<file path="config.mk">
export PLATFORM = sky130hd
export DESIGN_NAME = arithmetic_encoder
export DESIGN_NICKNAME = d
export VERILOG_FILES = /design/src/rtl/arithmetic_encoder.sv
export SDC_FILE = /design/constraint.sdc
export NUM_CORES = 1
export LEC_CHECK = 0
export CAP_MARGIN = 30
export CORE_AREA = 3 3 153 155
export DETAILED_ROUTE_END_ITERATION = 12
export DIE_AREA = 0 0 156 158
export PLACE_DENSITY = 0.7
export SLEW_MARGIN = 20
export SYNTH_ARGS = -nofsm -noshare
export SYNTH_HDL_FRONTEND = slang
export SYNTH_SLANG_ARGS = --single-unit
</file>
<file path="constraint.sdc">
create_clock -name general_clk -period 27 [get_ports general_clk]
set_input_delay 8.1 -clock general_clk [delete_from_list [all_inputs] [get_ports general_clk]]
set_output_delay 8.1 -clock general_clk [all_outputs]
set_load 0.1 [all_outputs]
</file>
<file path="src/rtl/arithmetic_encoder.sv">
// ---------------------------------------------------------------------------
// arithmetic_encoder
//
// Multi-symbol range encoder datapath, equivalent to the AV1 od_ec_encode_q15
// range/low update. On each enabled rising edge it takes one symbol's
// inverse-CDF bounds (fl, fh) and performs these steps:
//   * It splits the current range.
//   * It accumulates the skipped interval into low.
//   * It renormalises both values so the range MSB is set again.
// Byte emission and carry propagation belong to the downstream flusher.
//
// Optional build macro: ARITH_ENC_VALID_EN
//   When defined, the general_valid input exists, and state advances only on
//   edges where it is high. When undefined, a symbol is encoded on every edge
//   that is not a reset edge.
//
// Ports:
//   general_clk    in   1            rising-edge clock
//   reset          in   1            synchronous active-high reset
//   general_valid  in   1            (ARITH_ENC_VALID_EN only) encode enable
//   general_fl     in   RANGE_WIDTH  inverse CDF of symbol-1 (32768 = sym 0)
//   general_fh     in   RANGE_WIDTH  inverse CDF of symbol
//   general_symbol in   SYMBOL_WIDTH symbol index s
//   general_nsyms  in   SYMBOL_WIDTH+1 alphabet size
//   RANGE_OUTPUT   out  RANGE_WIDTH  registered range state
//   LOW_OUTPUT     out  LOW_WIDTH    registered low state
// ---------------------------------------------------------------------------
module arithmetic_encoder #(
    parameter int GENERAL_RANGE_WIDTH    = 16,
    parameter int GENERAL_LOW_WIDTH      = 24,
    parameter int GENERAL_SYMBOL_WIDTH   = 4,
    parameter int GENERAL_LUT_ADDR_WIDTH = 8,
    parameter int GENERAL_LUT_DATA_WIDTH = 16,
    parameter int GENERAL_D_SIZE         = 4
) (
    input  logic                              general_clk,
    input  logic                              reset,
`ifdef ARITH_ENC_VALID_EN
    input  logic                              general_valid,
`endif
    input  logic [GENERAL_RANGE_WIDTH-1:0]    general_fl,
    input  logic [GENERAL_RANGE_WIDTH-1:0]    general_fh,
    input  logic [GENERAL_SYMBOL_WIDTH-1:0]   general_symbol,
    input  logic [GENERAL_SYMBOL_WIDTH:0]     general_nsyms,
    output logic [GENERAL_RANGE_WIDTH-1:0]    RANGE_OUTPUT,
    output logic [GENERAL_LOW_WIDTH-1:0]      LOW_OUTPUT
);

    // Width of the unsigned intermediate arithmetic: 8-bit x 10-bit products.
    localparam int PW = 18;

    localparam logic [GENERAL_RANGE_WIDTH-1:0] RANGE_RESET = 16'd32768;
    localparam logic [GENERAL_RANGE_WIDTH-1:0] FL_SYM0     = 16'd32768;
    localparam logic [PW-1:0]                  EC_MIN_PROB = 18'd4;

    // Leading-zero ROM for an 8-bit address. The priority casez is the
    // compact form of the 256-entry table. Address 0 maps to 8. Only the low
    // GENERAL_D_SIZE bits of each entry carry information.
    function automatic logic [GENERAL_LUT_DATA_WIDTH-1:0] lz_rom(
        input logic [GENERAL_LUT_ADDR_WIDTH-1:0] addr
    );
        logic [GENERAL_LUT_DATA_WIDTH-1:0] data;
        casez (addr)
            8'b1???????: data = 16'd0;
            8'b01??????: data = 16'd1;
            8'b001?????: data = 16'd2;
            8'b0001????: data = 16'd3;
            8'b00001???: data = 16'd4;
            8'b000001??: data = 16'd5;
            8'b0000001?: data = 16'd6;
            8'b00000001: data = 16'd7;
            8'b00000000: data = 16'd8;
            default:     data = 16'd0;
        endcase
        return data;
    endfunction

    logic [GENERAL_RANGE_WIDTH-1:0]    range_q, range_d;
    logic [GENERAL_LOW_WIDTH-1:0]      low_q,   low_d;

    logic [7:0]                        r_hi_s;
    logic [9:0]                        fl_hi_s;
    logic [9:0]                        fh_hi_s;
    logic [PW-1:0]                     prod_l_s;
    logic [PW-1:0]                     prod_h_s;
    logic [PW-1:0]                     n_s;
    logic [PW-1:0]                     sym_s;
    logic [PW-1:0]                     u_s;
    logic [PW-1:0]                     v_s;
    logic [GENERAL_RANGE_WIDTH-1:0]    r_prime_s;
    logic [GENERAL_LOW_WIDTH-1:0]      l_prime_s;
    logic [GENERAL_LUT_DATA_WIDTH-1:0] lz_hi_s;
    logic [GENERAL_LUT_DATA_WIDTH-1:0] lz_lo_s;
    logic [GENERAL_D_SIZE-1:0]         d_s;
    logic [GENERAL_RANGE_WIDTH-1:0]    enc_range_s;
    logic [GENERAL_LOW_WIDTH-1:0]      enc_low_s;
    logic                              enc_en_s;

`ifdef ARITH_ENC_VALID_EN
    assign enc_en_s = general_valid;
`else
    assign enc_en_s = 1'b1;
`endif

    // Interval split: compute u and v from the current range and the CDF bounds.
    always_comb begin
        r_hi_s   = 8'(range_q >> 8);
        fl_hi_s  = 10'(general_fl >> 6);
        fh_hi_s  = 10'(general_fh >> 6);
        prod_l_s = PW'(r_hi_s) * PW'(fl_hi_s);
        prod_h_s = PW'(r_hi_s) * PW'(fh_hi_s);
        n_s      = PW'(general_nsyms) - 18'd1;
        sym_s    = PW'(general_symbol);
        // N-(s-1) is written as N-s+1 so s=0 never underflows before the add.
        u_s      = (prod_l_s >> 1) + EC_MIN_PROB * (n_s - sym_s + 18'd1);
        v_s      = (prod_h_s >> 1) + EC_MIN_PROB * (n_s - sym_s);
    end

    // Range/low update before normalisation. Symbol 0 keeps low and takes the top slice.
    always_comb begin
        if (general_fl < FL_SYM0) begin
            l_prime_s = low_q + GENERAL_LOW_WIDTH'(PW'(range_q) - u_s);
            r_prime_s = GENERAL_RANGE_WIDTH'(u_s - v_s);
        end else begin
            l_prime_s = low_q;
            r_prime_s = GENERAL_RANGE_WIDTH'(PW'(range_q) - v_s);
        end
    end

    // Normalisation shift: the leading-zero count of r' comes from the ROM, upper byte first.
    always_comb begin
        lz_hi_s = lz_rom(r_prime_s[15:8]);
        lz_lo_s = lz_rom(r_prime_s[7:0]);
        if (r_prime_s == 16'd0) begin
            d_s = 4'd0;
        end else if (r_prime_s[15:8] != 8'd0) begin
            d_s = GENERAL_D_SIZE'(lz_hi_s);
        end else begin
            d_s = 4'd8 + GENERAL_D_SIZE'(lz_lo_s);
        end
        // Bits shifted past the register widths are intentionally discarded.
        enc_range_s = r_prime_s << d_s;
        enc_low_s   = l_prime_s << d_s;
    end

    // Next-state select: encode when enabled, otherwise hold.
    always_comb begin
        if (enc_en_s) begin
            range_d = enc_range_s;
            low_d   = enc_low_s;
        end else begin
            range_d = range_q;
            low_d   = low_q;
        end
    end

    // State registers. Synchronous reset has priority over encoding.
    always_ff @(posedge general_clk) begin
        if (reset) begin
            range_q <= RANGE_RESET;
            low_q   <= 24'd0;
        end else begin
            range_q <= range_d;
            low_q   <= low_d;
        end
    end

    assign RANGE_OUTPUT = range_q;
    assign LOW_OUTPUT   = low_q;

endmodule

</file>
---- Yosys cells after proc, flatten, opt, wreduce, memory -nomap -nowiden ----
Index checks and enable logic that the tools add are counted.
cells by class
  shift-type cells ........................ 2
  multiply operators ...................... 2
  magnitude comparators ................... 1
  add/sub/neg operators ................... 10
  eq/ne operators ......................... 14
  mux-type cells .......................... 6
  reductions and logical operators ........ 4
operators with widths
  kind                                                              count
  4-bit one-hot mux with 9 select lines                             2
  16-bit subtractor                                                 2
  24-bit adder                                                      1
  24-bit 2-to-1 mux                                                 1
  24-bit by 4-bit left shift with 24-bit output                     1
  16-bit by 18-bit subtractor with 19-bit output                    1
  17-bit by 18-bit adder with 18-bit output                         1
  8-bit by 10-bit multiplier with 18-bit output                     1
  8-bit by 10-bit multiplier with 17-bit output                     1
  16-bit by 1-bit adder with 16-bit output (second input constant)  1
  16-bit adder                                                      1
  8-bit by 1-bit == test with 1-bit output (second input constant)  2
  16-bit zero test                                                  1
  8-bit zero test                                                   2
  16-bit less-than comparator (second input constant)               1
  16-bit 2-to-1 mux                                                 1
  16-bit by 4-bit left shift with 16-bit output                     1
  7-bit by 1-bit == test with 1-bit output (second input constant)  2
  6-bit by 1-bit == test with 1-bit output (second input constant)  2
  5-bit by 1-bit == test with 1-bit output (second input constant)  2
  4-bit by 1-bit == test with 1-bit output (second input constant)  2
  4-bit 2-to-1 mux                                                  2
  8-bit nonzero test                                                1
  6-bit by 5-bit subtractor with 7-bit output                       1
  4 further kinds                                                   6
word-level totals
  word-level logic and storage cells ...... 41
  output and inout port bits .............. 40
  flip-flop bits (word level) ............. 40
  input port bits ......................... 43

---- Depth between registers and ports, before layout ----
  word-level depth ........................ 12
  depth in mapped cells ................... 44
  depth with buffers taken out ............ 42

---- Worst setup path before layout ----
No wires, ideal clock.
  kind .................................... input port to flip-flop
  start point ............................. input general_fl[15]
  end point ............................... register low_q[22], in the netlist LOW_OUTPUT[22]
  path buffers ............................ 3
  required time ........................... 26.867 ns
  slack ................................... 10.686 ns
  stages on the path ...................... 35
  arrival ................................. 16.181 ns
  library setup time ...................... 0.133 ns
  cell sequence ........................... buf_1 -> clkbuf_1 -> clkbuf_1 -> nand2_1 -> fa_1 -> fa_1 -> fa_1 -> inv_1 -> fa_1 -> ha_1 -> xnor2_1 -> ha_1 -> a21o_1 -> a2111o_1 -> a31oi_1 -> xor2_1 -> ha_1 -> nand3_1 -> a2111oi_0 -> or3_1 -> a21oi_1 -> xnor2_1 -> ha_1 -> and4_1 -> nand2_1 -> nor3_1 -> a21oi_1 -> a21oi_1 -> o21ai_0 -> a21oi_1 -> or4_1 -> a31oi_1 -> o22ai_1 -> mux2i_1 -> o22ai_1
on the way
  cells in the longest elaborated chain, start to end .. 9
  elaborated cells between the ends (all ways) .. 32
  those cells by class .................... add/sub: 5; mul: 1; order compare: 1; eq/ne: 14; shift: 1; mux: 6; reduce/logical: 4
RTL lines
  item                                                  RTL line  text
  start: declaration                                    41        input logic [GENERAL_RANGE_WIDTH-1:0] general_fl,
  branches (longest 8 deep; another with 24-bit adder)  n/a
  24-bit by 4-bit left shift with 24-bit output *       143       enc_low_s = l_prime_s << d_s;
  end signal: assignment                                164       low_q <= low_d;
  end: declaration                                      79        logic [GENERAL_LOW_WIDTH-1:0] low_q, low_d;
Every way passes the cells marked *.
A chain may end at the register's enable or synchronous reset.

---- Worst setup path in the final report ----
  start point ............................. input general_fl[8]
  end point ............................... register low_q[20], in the netlist LOW_OUTPUT[20]
on the way
  cells in the longest elaborated chain, start to end .. 10
  elaborated cells between the ends (all ways) .. 32
  those cells by class .................... add/sub: 5; mul: 1; order compare: 1; eq/ne: 14; shift: 1; mux: 6; reduce/logical: 4
RTL lines
  item                                                              RTL line  text
  8-bit by 10-bit multiplier with 18-bit output                     110       prod_l_s = PW'(r_hi_s) * PW'(fl_hi_s);
  17-bit by 18-bit adder with 18-bit output                         115       u_s = (prod_l_s >> 1) + EC_MIN_PROB * (n_s - sym_s + 18'd1);
  16-bit subtractor                                                 123       r_prime_s = GENERAL_RANGE_WIDTH'(u_s - v_s);
  16-bit 2-to-1 mux                                                 121       if (general_fl < FL_SYM0) begin
  8-bit by 1-bit == test with 1-bit output (tied with other cells)  63        casez (addr)
  4-bit one-hot mux with 9 select lines                             63
  4-bit adder                                                       139       d_s = 4'd8 + GENERAL_D_SIZE'(lz_lo_s);
  4-bit 2-to-1 mux                                                  136       end else if (r_prime_s[15:8] != 8'd0) begin
  4-bit 2-to-1 mux                                                  134       if (r_prime_s == 16'd0) begin
  24-bit by 4-bit left shift with 24-bit output *                   143
Mark *: on every way between the ends. The rest lies on a longest branch, timed or not.

==> key figures <==
Synth
  – Post-synth top flop: dfxtp_1
  – Yosys reg bits: 40
  – Avg Inst Size Synth: 8.05 um^2
  – Mapped Area: between 0.01 and 0.015 mm^2
  – Cells after Synth: between 1500 and 2000
  – Mapped Nets: 1814
  – Sequential area share after synthesis: ~6.6%
  – Post-synthesis cell type count: 86
  – Post-synth EDFFs: 0
  – Async set-reset flop share out of synthesis: 0%
  – Yosys Warn Count: 0

Setup path
  – Critical Path End: LOW_OUTPUT[20]$_SDFF_PP0_
  – Reg2Reg Depth: 39
  – Worst Path Buf+Inv: 4
  – Crit. End Element: register
  – Levels on crit path: 40
  – Worst r2r dst: LOW_OUTPUT[20]$_SDFF_PP0_
  – Reg2reg setup slack: 16680 ps
  – CP max-delay cell: clkdlybuf4s50_1
  – Startpoint types: primary input
  – Largest delay share family, worst path: compound AO/OA/AOI/OAI gates
  – Most used cell, CP: a21oi_1
  – Setup crit start: general_fl[8]
  – CP required: 27110 ps
  – CP max stage delay: 670 ps
  – Critical Path AT: ~18000 ps
  – Worst-path maximum fanout: 8
  – Critical path class: primary input to register
  – RR Startpoint: RANGE_OUTPUT[11]$_SDFF_PP0_

Finish
  – Final Util: around three fifths
  – Area delta synth->final: 9.22%
  – Fraction of layout cells with a size suffix above 1: 4.46%
  – Fillers: roughly 2000
  – NumNets Final: 1855
  – # diodes: 0

Global routing
  – GRT Resource Usage Total: 25.2%
  – First-pass GRT wire length: 50900 um
  – Vias in the first global route: 10000
  – Total congestion overflow: 0
  – Largest net degree at the start of global routing: 77
  – Initial antenna violation count: 0

Clock tree
  – Htree depth: 2
  – Clk slew on worst S/H paths: 60 ps
  – TritonCTS Buffers: 5
  – Clock buffer depth: 2
  – Setup Buffers After CTS: 0
  – Clock root cell: clkbuf_16
  – # clock sinks: 40
  – CTS Hold Bufs: 0
  – PostCTS Resize Cnt: 0
  – CTS tree: done
  – Worst skew pair latency: 280 ps

Timing
  – Final hold vios: 0
  – Slew margin rel.: 34.9%
  – Fin crit period: 17860 ps
  – Setup WS post-layout: 9140 ps
  – RSZ-0062 raised after global routing: no
  – Tightest Pin Transition: 974 ps
  – Fmax: 56.0 MHz
  – Setup Skew: 4.27 ps
  – Final setup fails: 0
  – Post-route clock period utilization: roughly two thirds
  – Count of pins over their slew limit: 0
  – Setup tns final: 0 ps

Drt
  – DR WL/cell: 17.2 um
  – DRT iter0 DRCs: 812
  – DR vias/cell: 5.93
  – Pre-antenna DRT Iters: 5
  – DRC: 0
  – Final wirelength: 31400 um
  – Routed vias: ~11000
  – Antenna Violating Nets Remaining: 0

Placed design
  – I/O Buffers: 70
  – Final estimated routing congestion in global placement: 0.959
  – Hpwl dp: 25700 um
  – Place WS: 8970 ps

Floorplan
  – IO Pins: 83
  – Die area: 0.0246 mm^2
  – Site row count: 54
  – Core ar.: roughly 0.022 mm^2
  – Die H: 158 um
  – DIE WIDTH: between 150 and 200 um
  – Initial Util: 55.2%

Worst hold path
  – Tightest Hold Check Type: register to register
  – Worst min-delay path startpoint: LOW_OUTPUT[23]$_SDFFE_PP0P_

Run
  – Max-Cap Viols: 0

Status
  – Run status: finished clean
layout by cell type (no fill, tap or decap), types with 5 or more instances in the layout:
master	n
ha_1	164
inv_1	163
nand2_1	136
fa_1	101
and2_1	100
a21oi_1	97
nor2_1	80
xnor2_1	69
clkdlybuf4s50_1	69
o21ai_0	68
mux2i_1	60
dfxtp_1	40
xor2_1	33
a21o_1	32
o21bai_1	27
nor3_1	25
o21a_1	20
nor2b_1	15
nand3_1	15
a31oi_1	15
nand2b_1	14
o211ai_1	14
o22ai_1	13
a211oi_1	12
buf_4	12
o21ai_1	9
and3_1	8
or2_2	7
mux2_2	7
o31ai_1	6
o31a_1	5
a211o_1	5
a22oi_1	5
clkbuf_16	5
worst min-delay path by stage:
stage / to / slack [ps] / depth (start not counted)
floorplan: LOW_OUTPUT[23]$_SDFFE_PP0P_ / 1160 / 3
global placement: LOW_OUTPUT[23]$_SDFFE_PP0P_ / 760 / 3
detailed placement: LOW_OUTPUT[23]$_SDFFE_PP0P_ / 760 / 3
CTS: LOW_OUTPUT[23]$_SDFFE_PP0P_ / 770 / 3
global route: LOW_OUTPUT[23]$_SDFFE_PP0P_ / 830 / 3
finish: LOW_OUTPUT[23]$_SDFFE_PP0P_ / 760 / 3
final cells by class:
class | count | area (um^2) | area share (%)
inverters | 163 | 612 | 4.62
flip-flops and latches | 40 | 801 | 6.05
well taps | 280 | 350 | 2.65
multi-input cells | 1253 | 10500 | 79.1
clock buffers | 5 | 125 | 0.945
clock inverters | 2 | 60.1 | 0.454
repair buffers | 84 | 817 | 6.17
through the flow:
stage	hold WS (ps)	std cells	area (um^2)
detailed placement	761	1818	13000
global placement	764	1818	13000
global route	828	1827	13200
CTS	774	1825	13200
floorplan	1160	1506	12100
finish	761	1827	13200
logic make-up (layout without fill, tap and decap cells):
logic type	Yosys count	after routing	share of synthesized area, %
AND/OR/NAND/NOR	425	425	17.4
adder cells (fa/ha/maj)	265	265	33.6
buffers and inverters	213	254	7.00
flip-flops	40	40	6.61
XOR/XNOR	107	107	8.04
AO/OA/AOI/OAI	383	383	20.9
multiplexers	73	73	6.44
synthesized netlist by cell type (all sizes together), types with 27 or more instances:
cell type | instances | area share, %
nor2 | 80 | 2.5
dfxtp | 40 | 6.6
and2 | 100 | 5.2
inv | 163 | 5.0
nand2 | 136 | 4.2
xor2 | 35 | 2.7
a21oi | 99 | 4.1
o21bai | 27 | 1.7
ha | 164 | 17
nor3 | 27 | 1.2
clkbuf | 33 | 1.0
fa | 101 | 17
mux2i | 61 | 5.1
xnor2 | 72 | 5.4
o21ai | 80 | 3.4
a21o | 32 | 2.0
routing by layer:
metal  GRT usage, %  wire (um)  vias up  share of wire (%)
met1           37.3      14600     5187                 47
met3           4.92       2350       28                7.5
met2           39.5      14000      328                 45
li1               -          -     5288                  -
met4           3.03        408        0                1.3
met5              0          0        -                  0
state kept, by name, summed over array words and instances (netlist names):
| signal | cells |
|---|---|
| LOW_OUTPUT | 24 |
| RANGE_OUTPUT | 16 |
tightest hold or removal path, delay by kind of cell (launching register included):
kind / cells / cell delay [ps]
AOI/OAI and AO/OA: 2 / 210
xor gates and xnor gates: 1 / 130
DFF: 1 / 350
Power is left out: the tool's default activity adds up to more than one toggle a clock period on the data nets, which glitch-free logic cannot reach.
